==> config.mk <==
export PLATFORM = sky130hd
export DESIGN_NAME = laser_rx_fifo_flat
export DESIGN_NICKNAME = d
export VERILOG_FILES = /design/src/rtl/laser_pkg.sv /design/src/rtl/laser_rx_fifo_if.sv /design/src/rtl/laser_rx_fifo_rise_detect.sv /design/src/rtl/laser_rx_fifo.sv /design/src/flat_wrapper.sv
export SDC_FILE = /design/constraint.sdc
export NUM_CORES = 1
export LEC_CHECK = 0
export CORE_ASPECT_RATIO = 0.5
export CORE_MARGIN = 1
export CORE_UTILIZATION = 52
export DETAILED_ROUTE_END_ITERATION = 6
export PLACE_DENSITY = 0.71
export SETUP_SLACK_MARGIN = 0.05
export SYNTH_ARGS = -nofsm -noshare
export SYNTH_HDL_FRONTEND = slang
export SYNTH_HIERARCHICAL = 1
export SYNTH_SLANG_ARGS = --single-unit
==> constraint.sdc <==
create_clock -name clock -period 7.5 [get_ports clock]
set_clock_uncertainty 0.05 [all_clocks]
set_input_delay 1.5 -clock clock [delete_from_list [all_inputs] [get_ports clock]]
set_output_delay 1.5 -clock clock [all_outputs]
set_load 0.005 [all_outputs]
==> src/rtl/laser_pkg.sv <==
`default_nettype none
// ============================================================================
//  Module      : laser_pkg
//  Description : Shared types and defaults for the laser receive FIFO slice.
//                Holds the default byte width, the default FIFO depth, the
//                16-bit word type {laser1 byte, laser2 byte} and a helper
//                that sizes the occupancy counter for a given depth.
//  Revision    : 1.0  initial release
// ============================================================================
package laser_pkg;

    localparam int LASER_BYTE_W     = 8;
    localparam int LASER_FIFO_DEPTH = 16;

    typedef logic [2*LASER_BYTE_W-1:0] laser_word_t;

    // Occupancy counter must represent 0..DEPTH inclusive, hence one extra bit.
    function automatic int laser_count_w(input int depth);
        return $clog2(depth) + 1;
    endfunction

endpackage
`default_nettype wire

==> src/rtl/laser_rx_fifo_if.sv <==
`default_nettype none
// ============================================================================
//  Module      : laser_rx_fifo_if
//  Description : Bundle of the laser receive FIFO data/handshake signals.
//                master : producer/consumer side (drives strobe, bytes,
//                         rd_en, clear_overflow; observes status and data)
//                slave  : FIFO side
//  Signals     : data_valid, data1_in, data2_in, rd_en, clear_overflow,
//                rd_data, rd_valid, empty, full, count, overflow, last_word
//  Revision    : 1.0  initial release
// ============================================================================
interface laser_rx_fifo_if
    import laser_pkg::*;
#(
    parameter int DEPTH  = LASER_FIFO_DEPTH,
    parameter int BYTE_W = LASER_BYTE_W
) ();

    logic                              data_valid;
    logic [BYTE_W-1:0]                 data1_in;
    logic [BYTE_W-1:0]                 data2_in;
    logic                              rd_en;
    logic                              clear_overflow;
    logic [2*BYTE_W-1:0]               rd_data;
    logic                              rd_valid;
    logic                              empty;
    logic                              full;
    logic [laser_count_w(DEPTH)-1:0]   count;
    logic                              overflow;
    logic [2*BYTE_W-1:0]               last_word;

    modport master (
        output data_valid, data1_in, data2_in, rd_en, clear_overflow,
        input  rd_data, rd_valid, empty, full, count, overflow, last_word
    );

    modport slave (
        input  data_valid, data1_in, data2_in, rd_en, clear_overflow,
        output rd_data, rd_valid, empty, full, count, overflow, last_word
    );

endinterface
`default_nettype wire

==> src/rtl/laser_rx_fifo_rise_detect.sv <==
`default_nettype none
// ============================================================================
//  Module      : rise_detect
//  Description : One-cycle pulse on a 0->1 transition of a level input.
//                The history register resets to 1 so a level that is already
//                high when reset is released is not seen as a new edge.
//  Ports       : clock, reset (async, active-high), level -> pulse
//  Revision    : 1.0  initial release
// ============================================================================
module rise_detect (
    input  wire logic clock,
    input  wire logic reset,
    input  wire logic level,
    output logic      pulse
);

    logic r_level_d;

    always_ff @(posedge clock or posedge reset) begin
        if (reset) begin
            r_level_d <= 1'b1;
        end else begin
            r_level_d <= level;
        end
    end

    assign pulse = level & ~r_level_d;

endmodule
`default_nettype wire

==> src/rtl/laser_rx_fifo.sv <==
`default_nettype none
// ============================================================================
//  Module      : laser_rx_fifo
//  Description : Receive FIFO for paired laser bytes. Each rising edge of
//                data_valid captures {data1_in, data2_in}; words are read
//                in order with one cycle of latency. Overflow is sticky.
//  Ports       : clock, reset (async, active-high)
//                bus (laser_rx_fifo_if.slave) - strobe, bytes, read request,
//                overflow clear, read data/valid, status and last word
//  Revision    : 1.0  initial release
// ============================================================================
module laser_rx_fifo
    import laser_pkg::*;
#(
    parameter int DEPTH  = LASER_FIFO_DEPTH,
    parameter int BYTE_W = LASER_BYTE_W
) (
    input  wire logic       clock,
    input  wire logic       reset,
    laser_rx_fifo_if.slave  bus
);

    localparam int AW = $clog2(DEPTH);
    localparam int CW = laser_count_w(DEPTH);
    localparam logic [CW-1:0] c_full_count = CW'(DEPTH);

    logic                  w_capture;
    logic [2*BYTE_W-1:0]   w_word;
    logic                  w_rd_acc;
    logic                  w_wr_acc;
    logic                  w_drop;
    logic [CW-1:0]         w_count_nxt;

    logic [2*BYTE_W-1:0]   r_mem [DEPTH];
    logic [AW-1:0]         r_wr_ptr;
    logic [AW-1:0]         r_rd_ptr;
    logic [CW-1:0]         r_count;
    logic                  r_empty;
    logic                  r_full;
    logic                  r_overflow;
    logic                  r_rd_valid;
    logic [2*BYTE_W-1:0]   r_rd_data;
    logic [2*BYTE_W-1:0]   r_last_word;

    rise_detect u_rise_detect (
        .clock (clock),
        .reset (reset),
        .level (bus.data_valid),
        .pulse (w_capture)
    );

    assign w_word = {bus.data1_in, bus.data2_in};

    // A read frees a slot in the same cycle, so a write at full is still
    // accepted when accompanied by an accepted read. When full, the write
    // slot equals the read slot; the read samples the old contents first.
    always_comb begin
        w_rd_acc    = bus.rd_en & ~r_empty;
        w_wr_acc    = w_capture & (~r_full | w_rd_acc);
        w_drop      = w_capture & ~w_wr_acc;
        w_count_nxt = r_count;
        case ({w_wr_acc, w_rd_acc})
            2'b10:   w_count_nxt = r_count + 1'b1;
            2'b01:   w_count_nxt = r_count - 1'b1;
            default: w_count_nxt = r_count;
        endcase
    end

    // Storage array carries no reset so it maps onto plain registers/RAM.
    always_ff @(posedge clock) begin
        if (w_wr_acc) begin
            r_mem[r_wr_ptr] <= w_word;
        end
    end

    always_ff @(posedge clock or posedge reset) begin
        if (reset) begin
            r_wr_ptr    <= '0;
            r_rd_ptr    <= '0;
            r_count     <= '0;
            r_empty     <= 1'b1;
            r_full      <= 1'b0;
            r_overflow  <= 1'b0;
            r_rd_valid  <= 1'b0;
            r_rd_data   <= '0;
            r_last_word <= '0;
        end else begin
            if (w_wr_acc) begin
                r_wr_ptr <= r_wr_ptr + 1'b1;
            end
            if (w_rd_acc) begin
                r_rd_ptr  <= r_rd_ptr + 1'b1;
                r_rd_data <= r_mem[r_rd_ptr];
            end
            r_rd_valid <= w_rd_acc;
            r_count    <= w_count_nxt;
            r_empty    <= (w_count_nxt == '0);
            r_full     <= (w_count_nxt == c_full_count);
            // Display word tracks every capture, even ones that get dropped.
            if (w_capture) begin
                r_last_word <= w_word;
            end
            // A drop in the same cycle as a clear leaves the flag set.
            if (w_drop) begin
                r_overflow <= 1'b1;
            end else if (bus.clear_overflow) begin
                r_overflow <= 1'b0;
            end
        end
    end

    assign bus.rd_data   = r_rd_data;
    assign bus.rd_valid  = r_rd_valid;
    assign bus.empty     = r_empty;
    assign bus.full      = r_full;
    assign bus.count     = r_count;
    assign bus.overflow  = r_overflow;
    assign bus.last_word = r_last_word;

endmodule
`default_nettype wire

==> src/flat_wrapper.sv <==
// flat-port wrapper written by rule: the top's interface ports become plain ports
module laser_rx_fifo_flat import laser_pkg::*;
#(
    parameter int DEPTH  = LASER_FIFO_DEPTH,
    parameter int BYTE_W = LASER_BYTE_W
)
  (clock, reset, bus_data_valid, bus_data1_in, bus_data2_in, bus_rd_en, bus_clear_overflow, bus_rd_data, bus_rd_valid, bus_empty, bus_full, bus_count, bus_overflow, bus_last_word);
  laser_rx_fifo_if #(.DEPTH(DEPTH), .BYTE_W(BYTE_W)) bus_i ();
  input  wire logic clock;
  input  wire logic reset;
  input wire logic [$bits(bus_i.data_valid)-1:0] bus_data_valid;
  input wire logic [$bits(bus_i.data1_in)-1:0] bus_data1_in;
  input wire logic [$bits(bus_i.data2_in)-1:0] bus_data2_in;
  input wire logic [$bits(bus_i.rd_en)-1:0] bus_rd_en;
  input wire logic [$bits(bus_i.clear_overflow)-1:0] bus_clear_overflow;
  output wire logic [$bits(bus_i.rd_data)-1:0] bus_rd_data;
  output wire logic [$bits(bus_i.rd_valid)-1:0] bus_rd_valid;
  output wire logic [$bits(bus_i.empty)-1:0] bus_empty;
  output wire logic [$bits(bus_i.full)-1:0] bus_full;
  output wire logic [$bits(bus_i.count)-1:0] bus_count;
  output wire logic [$bits(bus_i.overflow)-1:0] bus_overflow;
  output wire logic [$bits(bus_i.last_word)-1:0] bus_last_word;
  assign bus_i.data_valid = bus_data_valid;
  assign bus_i.data1_in = bus_data1_in;
  assign bus_i.data2_in = bus_data2_in;
  assign bus_i.rd_en = bus_rd_en;
  assign bus_i.clear_overflow = bus_clear_overflow;
  assign bus_rd_data = bus_i.rd_data;
  assign bus_rd_valid = bus_i.rd_valid;
  assign bus_empty = bus_i.empty;
  assign bus_full = bus_i.full;
  assign bus_count = bus_i.count;
  assign bus_overflow = bus_i.overflow;
  assign bus_last_word = bus_i.last_word;
  laser_rx_fifo #(.DEPTH(DEPTH), .BYTE_W(BYTE_W)) u_core (.clock(clock), .reset(reset), .bus(bus_i));
endmodule
After elaboration in Yosys (flattened, before gate mapping)
Memory sizes are Yosys's and may differ from the RTL's. A register that Yosys moved wholly into a read port is not among the register bits. Cells that the tools add are included.

Memories kept: 1. Bits in registers: 34. Input port bits: 21. Memory bits (writable): 256. Word-level logic and storage cells: 33.

Eq/ne operators: 3. Bitwise operators: 9. Reduce and logical (&&, ||, !) cells: 2. Add/subtract/negate cells: 4. Muxes and demuxes: 5.

Memory list: u_core.r_mem (depth 16, width 16, read ports 1, clocked after memory_dff 1, write ports 1, line laser_rx_fifo.sv:34) `logic [2*BYTE_W-1:0] r_mem [DEPTH];`.

Operators with widths (number): 5-bit one-hot mux with 2 select lines (1); 4-bit by 1-bit adder with 4-bit output, second input constant (2); 5-bit by 1-bit adder with 5-bit output, second input constant (1); 5-bit == test, second input constant (1); 5-bit zero test (1); 5-bit by 1-bit subtractor with 5-bit output, second input constant (1); 1-bit AND (4); 1-bit 2-to-1 mux (4); 1-bit NOT (4); 2-bit by 1-bit == test with 1-bit output, second input constant (1); 2-bit == test, second input constant (1); 2-bit nonzero test (1); 1-bit OR (1).

Logic depth before layout (Yosys ltp)
Gate-level depths: netlist of run 1.

Depth in word-level cells: 7. Mapped depth: 13.

By module
The synthesis of run 1 kept the hierarchy.

By module, submodules not included: laser_rx_fifo (times used 1, area each 11873.9 sq um, seq. area each 8914.8 sq um, cells each 571); rise_detect (times used 1, area each 43.8 sq um, seq. area each 26.3 sq um, cells each 3).

Least setup slack after synthesis of run 1
No wires, ideal clock.

Path kind: input -> register. Start: input port bus_data_valid. End: register u_core.r_full (netlist: u_core/bus.full). Setup time: 0.088 ns. Arrival time: 3.793 ns. Stages on the path: 13. Setup slack: 3.569 ns. Required time: 7.362 ns. Cell sequence: nor2b_4 clkbuf_1 a21boi_0 inv_1 ha_1 clkbuf_1 xor2_1 ha_1 a21oi_1 xnor2_1 nor4bb_1 a21oi_1 nor3b_1.

Cells in the longest elaborated chain, start to end: 5.

Ends and longest elaborated chain: start, declared (line flat_wrapper.sv:11) `input wire logic [$bits(bus_i.data_valid)-1:0] bus_data_valid;`; 1-bit AND (*) (line laser_rx_fifo_rise_detect.sv:27) `assign pulse = level & ~r_level_d;`; 1-bit AND (*) (line laser_rx_fifo.sv:59) `w_wr_acc = w_capture & (~r_full | w_rd_acc);`; 2-bit by 1-bit == test with 1-bit output or 2-bit == test (tied branches) (line laser_rx_fifo.sv:62) `case ({w_wr_acc, w_rd_acc})`; 5-bit one-hot mux with 2 select lines (*) (line laser_rx_fifo.sv:62); 5-bit == test (*) (line laser_rx_fifo.sv:98) `r_full <= (w_count_nxt == c_full_count);`; end signal, assigned (line laser_rx_fifo.sv:98); end, declared (line laser_rx_fifo.sv:39) `logic r_full;`.

Mark *: on every way between the ends. The rest lies on a longest branch, timed or not. A chain may end at the register's enable or synchronous reset.

Worst setup path in the final report of run 1
Start: input port bus_data_valid. End: register u_core.r_full (netlist: u_core/bus.full).

Cells in the longest elaborated chain, start to end: 5.

Ends and longest elaborated chain: 1-bit AND (*) (line laser_rx_fifo_rise_detect.sv:27); net u_core.w_capture (line laser_rx_fifo.sv:27) `logic w_capture;`; 1-bit AND (*) (line laser_rx_fifo.sv:59); 2-bit by 1-bit == test with 1-bit output or 2-bit == test (tied branches) (line laser_rx_fifo.sv:62); 5-bit one-hot mux with 2 select lines (*) (line laser_rx_fifo.sv:62); 5-bit == test (*) (line laser_rx_fifo.sv:98).

Mark *: on every way through the listed nets, which the timed path passes. The rest lies on a longest branch.

==> results_dict.tcl, run 1 <==
set metrics [dict create \
    final_common_cell "edfxtp_1" \
    synth_top_family_by_area "multiplexers" \
    clk_pin_slew_ps 60 \
    reg2reg_depth 12 \
    ff2ff_setup_slack_ps 3560 \
    synth_edf_count 256 \
    area_growth_pct 14.4 \
    cts_buffers 26 \
    holdCritPathClass "reg2reg" \
    post-route-util 0.618 \
    cp_max_fo 18 \
    dr.pass1.iters 4 \
    crit_family "compound AO/OA/AOI/OAI gates" \
    reg2reg_from "u_core/bus.empty" \
    async_reset_ff_frac 0.163 \
    synth-adder-area-share 0.00840 \
    synth_ff_type "edfxtp_1" \
    start_util 0.540 \
    outcome "completed" \
    yosysSeqAreaShare 0.750 \
    die_y_um 109 \
    critical_path.max_stage_delay_ps 850 \
    drc 0 \
    grt_max_degree 50 \
    avgRoutedWirePerCell_um 23.7 \
    synth_nets 603 \
    slew_violations 0 \
    max_slew.worst_pin.slew_ps 1040 \
    final_cell_mix "edfxtp_1 (256), mux4_2 (64), clkdlybuf4s50_1 (61)" \
    fin_crit_sh 0.670 \
    critPathSlowestCell "a21boi_0" \
    fillers 1578 \
    h-tree-depth 1 \
    rsz0062_at_grt "false" \
    synthCells 574 \
    clk_latency_ps 520 \
    cts_setup_buffers 0 \
    grt-ovfl-total 0 \
    die_area_um2 23600 \
    clockRootBuffer "clkbuf_16" \
    pin_count 62 \
    syn_area_um2 11900 \
    worstPathArrival_ps 5400 \
    hold_depth 1 \
    ys_ff_latch 306 \
    grt_pass1_vias 5707 \
    setup_viol 0 \
    drt-initial-drc-count 500 \
    maxCapViolCount 0 \
    rows 38 \
    antenna_cells 0 \
    postRouteAntennaNets 0 \
    cellLeakagePower_nw 4.51 \
    port_buffers 61 \
    path_depth 13 \
    num-nets-final 663 \
    max_freq_mhz 199 \
    hold_viol 0 \
    ys_warn_count 6 \
    dieWidth_um 216 \
    avgViaCountPerCell 5.94 \
    period_needed_ps 5030 \
    vias 5663 \
    core_um2 22100 \
    synth_top_area_frac 0.645 \
    regArea_um2 8950 \
    critPathKind "in2reg" \
    end_kind "flop" \
    critPathLaunchType "primary input" \
    synth.mux.area_fraction 0.166 \
    place.gp.congestion 0.827 \
    synth_compound_area_frac 0.0213 \
    critPathBufInv 3 \
    ys_types 38 \
    tns_ps 0 \
    synth_xor_area_frac 0.00808 \
    hpwl_um 14000 \
    drive_gt1_frac 0.223 \
    cp.required_ps 7870 \
    cts_tree "done" \
    synth-simple-area-share 0.0315 \
    synth_area_leaders "edfxtp_1 (65%), mux4_2 (12%), dfrtp_1 (10%)" \
    min_from "u_core/bus.last_word[4]" \
    clockBufferDepth 3 \
    grt_pass1_wl_um 34500 \
    power_density_nw_per_um2 352 \
    cts_resized 0 \
    postSynthAreaPerCell_um2 20.8 \
    min_to "u_core/bus.last_word[4]" \
    postRouteWirelength_um 22700 \
    ir_worst_vdd_mv 0.184 \
    multi_input_comb_area_um2 2800 \
    antenna_found_initial 0 \
    r2r_end "u_core/bus.full" \
    holdBufCountCts 0 \
    yosys.area.top_type "edfxtp_1" \
    clock_sinks 306 \
    crit_chain "clkdlybuf4s50_1 -> nor2b_4 -> buf_4 -> a21boi_0 -> inv_1 -> ha_1 -> xor2_1 -> ha_1 -> a21oi_1 -> xnor2_1 -> nor4bb_1 -> a21oi_1 -> nor3b_1" \
    slew-limit-headroom 0.304 \
    grt_use_total 0.200 \
]
[layout make-up]
type / instances / share of cell area
sequential: 306 / 0.656
multi-input combinational: 227 / 0.205
clock buffer: 34 / 0.0522
timing repair buffer: 66 / 0.0475
tap: 300 / 0.0275
clock inverter: 14 / 0.00900
inverter: 7 / 0.00193
[how the worst max path moves through the flow]
stage                   start               end
5_1_grt        bus_data_valid   u_core/bus.full
3_5_place_dp   bus_data_valid   u_core/bus.full
6_report       bus_data_valid   u_core/bus.full
3_3_place_gp   bus_data_valid   u_core/bus.full
4_1_cts        bus_data_valid  u_core/bus.empty
2_1_floorplan  bus_data_valid   u_core/bus.full
[stage by stage]
| step | cells | hold slack [ps] | setup slack (ps) | total power [mW] | cell area, um2 |
|---|---|---|---|---|---|
| 2_1_floorplan | 574 | 452 | 3570 | 3.08 | 11900 |
| 3_3_place_gp | 906 | 441 | 2240 | 3.50 | 12800 |
| 3_5_place_dp | 906 | 445 | 2010 | 3.53 | 12800 |
| 4_1_cts | 954 | 464 | 2540 | 4.84 | 13600 |
| 5_1_grt | 954 | 476 | 2220 | 5.02 | 13600 |
| 6_report | 954 | 460 | 2470 | 4.80 | 13600 |
[sequential cells by signal, summed over array words and instances (netlist names)]
name and count:
u_core/bus.count 5, u_core/bus.empty 1, u_core/bus.full 1, u_core/bus.last_word 16
u_core/bus.overflow 1, u_core/bus.rd_data 16, u_core/bus.rd_valid 1, u_core/r_mem 256
u_core/r_rd_ptr 4, u_core/r_wr_ptr 4, u_core/u_rise_detect/r_level_d 1
[cell families (layout without fill, tap and decap cells)]
logic type	after synthesis	after routing
AO/OA/AOI/OAI	30	30
XOR/XNOR	11	11
adder cells (fa/ha/maj)	8	8
buffers and inverters	41	121
flip-flops	306	306
multiplexers	113	113
AND/OR/NAND/NOR	65	65
[routing by layer]
metal / vias to the layer above / global-route usage / share of wire
met3: 28 / 0.0360 / 0.054
met1: 3013 / 0.311 / 0.49
li1: 2466 / - / -
met2: 156 / 0.297 / 0.44
met5: - / 0 / 0
met4: 0 / 0.0423 / 0.014
[worst reg2reg max path: cells and delay by family, from the launching register on]
kind	cells	cell delay, ps
AO/OA/AOI/OAI	3	1160
AND/OR/NAND/NOR	3	680
adder cells (fa/ha/maj)	2	640
buffers and inverters	2	580
flip-flops	1	370
XOR/XNOR	2	370
[power by group]
group	switching (mW)	total, mW	internal [mW]
clock network	0.570	1.31	0.739
registers	0.254	2.27	2.02
logic	0.513	1.22	0.702
total	1.34	4.80	3.46
[cells in the mapped netlist, drive strengths merged, types with 2 or more instances]
master	instances
edfxtp	256
mux4	64
dfrtp	48
mux2	33
nor3	19
buf	18
a221o	16
clkbuf	16
mux2i	16
and2	14
nand2	9
xnor2	9
ha	8
inv	7
and4	4
nor2	4
nor2b	4
o21ai	4
nor3b	3
a21oi	2
dfstp	2
nand2b	2
nand3	2
nand4	2
xor2	2
Power figures use the tool's default switching activity.
==> run 2: changes to the inputs <==
==> constraint.sdc (replaced) <==
create_clock -name clock -period 5.1 [get_ports clock]
set_clock_uncertainty 0.05 [all_clocks]
set_input_delay 1.02 -clock clock [delete_from_list [all_inputs] [get_ports clock]]
set_output_delay 1.02 -clock clock [all_outputs]
set_load 0.005 [all_outputs]
==> results_dict.tcl, run 2 (same netlist as run 1, synthesis figures left out) <==
set metrics [dict create \
    min_from "u_core/bus.last_word[4]" \
    dpl.cell_count 919 \
    grt_pass1_wl_um 37400 \
    dieWidth_um 216 \
    num-nets-final 676 \
    tns_ps 0 \
    final_cell_mix "edfxtp_1 (256), mux4_2 (64), clkdlybuf4s50_1 (61)" \
    maxCapViolCount 0 \
    antenna_cells 0 \
    power.switching_mw 1.96 \
    holdCritPathClass "reg2reg" \
    reg2reg_depth 11 \
    rsz0062_at_grt "false" \
    setup_viol 0 \
    critical_path.max_stage_delay_ps 480 \
    drt-initial-drc-count 645 \
    hold_depth 1 \
    worstPathArrival_ps 4170 \
    postRouteWirelength_um 24900 \
    largest_reg_flops 256 \
    reg2reg_from "u_core/bus.empty" \
    cts_resized 0 \
    critPathKind "in2reg" \
    r2r_end "u_core/bus.full" \
    ff2ff_setup_slack_ps 1780 \
    placed_area_um2 12900 \
    slew_violations 0 \
    port_buffers 61 \
    cp_max_fo 18 \
    cts_tree "done" \
    min_to "u_core/bus.last_word[4]" \
    power.internal_mw 5.22 \
    period_needed_ps 3800 \
    slew-limit-headroom 0.256 \
    cellLeakagePower_nw 4.60 \
    drive_gt1_frac 0.236 \
    regArea_um2 8950 \
    power_density_nw_per_um2 521 \
    max_slew.worst_pin.slew_ps 1120 \
    dr.pass1.iters 4 \
    grt_max_degree 38 \
    crit_chain "clkdlybuf4s50_1 -> nor2b_4 -> buf_4 -> a21boi_0 -> buf_4 -> inv_1 -> ha_1 -> xor2_1 -> ha_1 -> o21ai_0 -> a221oi_1 -> o211ai_1 -> xnor2_1 -> nor3b_1" \
    postRouteAntennaNets 0 \
    cts_setup_buffers 0 \
    whs_ps 465 \
    core_um2 22100 \
    outcome "completed" \
    area_growth_pct 15.6 \
    critPathBufInv 4 \
    critPathLaunchType "primary input" \
    max_freq_mhz 263 \
    vias 5879 \
    end_kind "flop" \
    die_y_um 109 \
    rows 38 \
    clock_sinks 306 \
    final_common_cell "edfxtp_1" \
    holdBufCountCts 0 \
    p_seq_frac 0.470 \
    comb_power_share 0.244 \
    hold_viol 0 \
    place.gp.congestion 0.762 \
    grt_use_total 0.221 \
    multi_input_comb_area_um2 2800 \
    fin_crit_sh 0.745 \
    clockRootBuffer "clkbuf_16" \
    antenna_found_initial 0 \
    ir_worst_vdd_mv 0.224 \
    p_sw_frac 0.273 \
    drc 0 \
    cp.required_ps 5480 \
    critPathSlowestCell "clkdlybuf4s50_1" \
    clockBufferDepth 3 \
    crit_family "buffers and inverters" \
    avgViaCountPerCell 6.09 \
    pin_count 62 \
    power.share.clock 0.286 \
    grt-ovfl-total 0 \
    regMostFlops "u_core/r_mem" \
    start_util 0.540 \
    grt_pass1_vias 5962 \
    hpwl_um 14300 \
    stdcell_count 965 \
    clk_pin_slew_ps 70 \
    avgRoutedWirePerCell_um 25.8 \
    fin_area_um2 13800 \
    cts_buffers 26 \
    fillers 1533 \
    clk_latency_ps 520 \
    die_area_um2 23600 \
    h-tree-depth 1 \
]
==> run 2: cell type report <==
cell class	instances	area share
Inverter	7	0.00191
Clock buffer	30	0.0499
Clock inverter	16	0.0143
Tap cell	300	0.0272
Multi-Input combinational cell	227	0.203
Timing Repair Buffer	79	0.0541
Sequential cell	306	0.649
==> run 2: worst max path at each step <==
| stage | startpoint | end | slack [ps] | cells after the start |
|---|---|---|---|---|
| 5_1_grt | bus_data_valid | u_core/bus.full | 930 | 14 |
| 2_1_floorplan | bus_data_valid | u_core/bus.full | 1650 | 13 |
| 3_5_place_dp | bus_data_valid | u_core/bus.full | 830 | 14 |
| 4_1_cts | bus_data_valid | u_core/bus.full | 1360 | 14 |
| 6_report | bus_data_valid | u_core/bus.full | 1300 | 14 |
| 3_3_place_gp | bus_data_valid | u_core/bus.full | 980 | 14 |
==> run 2: per-layer routing <==
metal  GRT usage  vias to the layer above  wire, um
li1            -                     2483         -
met1       0.344                     3127     11500
met2       0.320                      237     10900
met3      0.0469                       32      2040
met4      0.0523                        0       424
met5           0                        -         0
==> run 2: worst register-to-register path, stage by stage (launching register included) <==
cell and delay (ps):
dfstp_2 540, nand2b_1 120, buf_4 420, inv_1 240
ha_1 380, xor2_1 200, ha_1 250, o21ai_0 120
a221oi_1 270, o211ai_1 150, xnor2_1 230, nor3b_1 260
==> run 2: power groups by stage <==
| stage | logic, mW | clock network [mW] | registers (mW) |
|---|---|---|---|
| finish | 1.75 | 2.05 | 3.38 |
| CTS | 1.77 | 2.09 | 3.38 |
| floorplan | 1.42 | 0 | 3.11 |
| detailed placement | 1.75 | 0 | 3.43 |
| global placement | 1.72 | 0 | 3.42 |
| global route | 1.89 | 2.19 | 3.42 |
==> run 2: per-stage QoR <==
step / power, mW / setup WS (ps) / utilization
2_1_floorplan: 4.53 / 1650 / -
3_3_place_gp: 5.14 / 984 / 0.584
3_5_place_dp: 5.18 / 831 / 0.584
4_1_cts: 7.23 / 1360 / 0.625
5_1_grt: 7.50 / 926 / 0.625
6_report: 7.18 / 1300 / 0.625
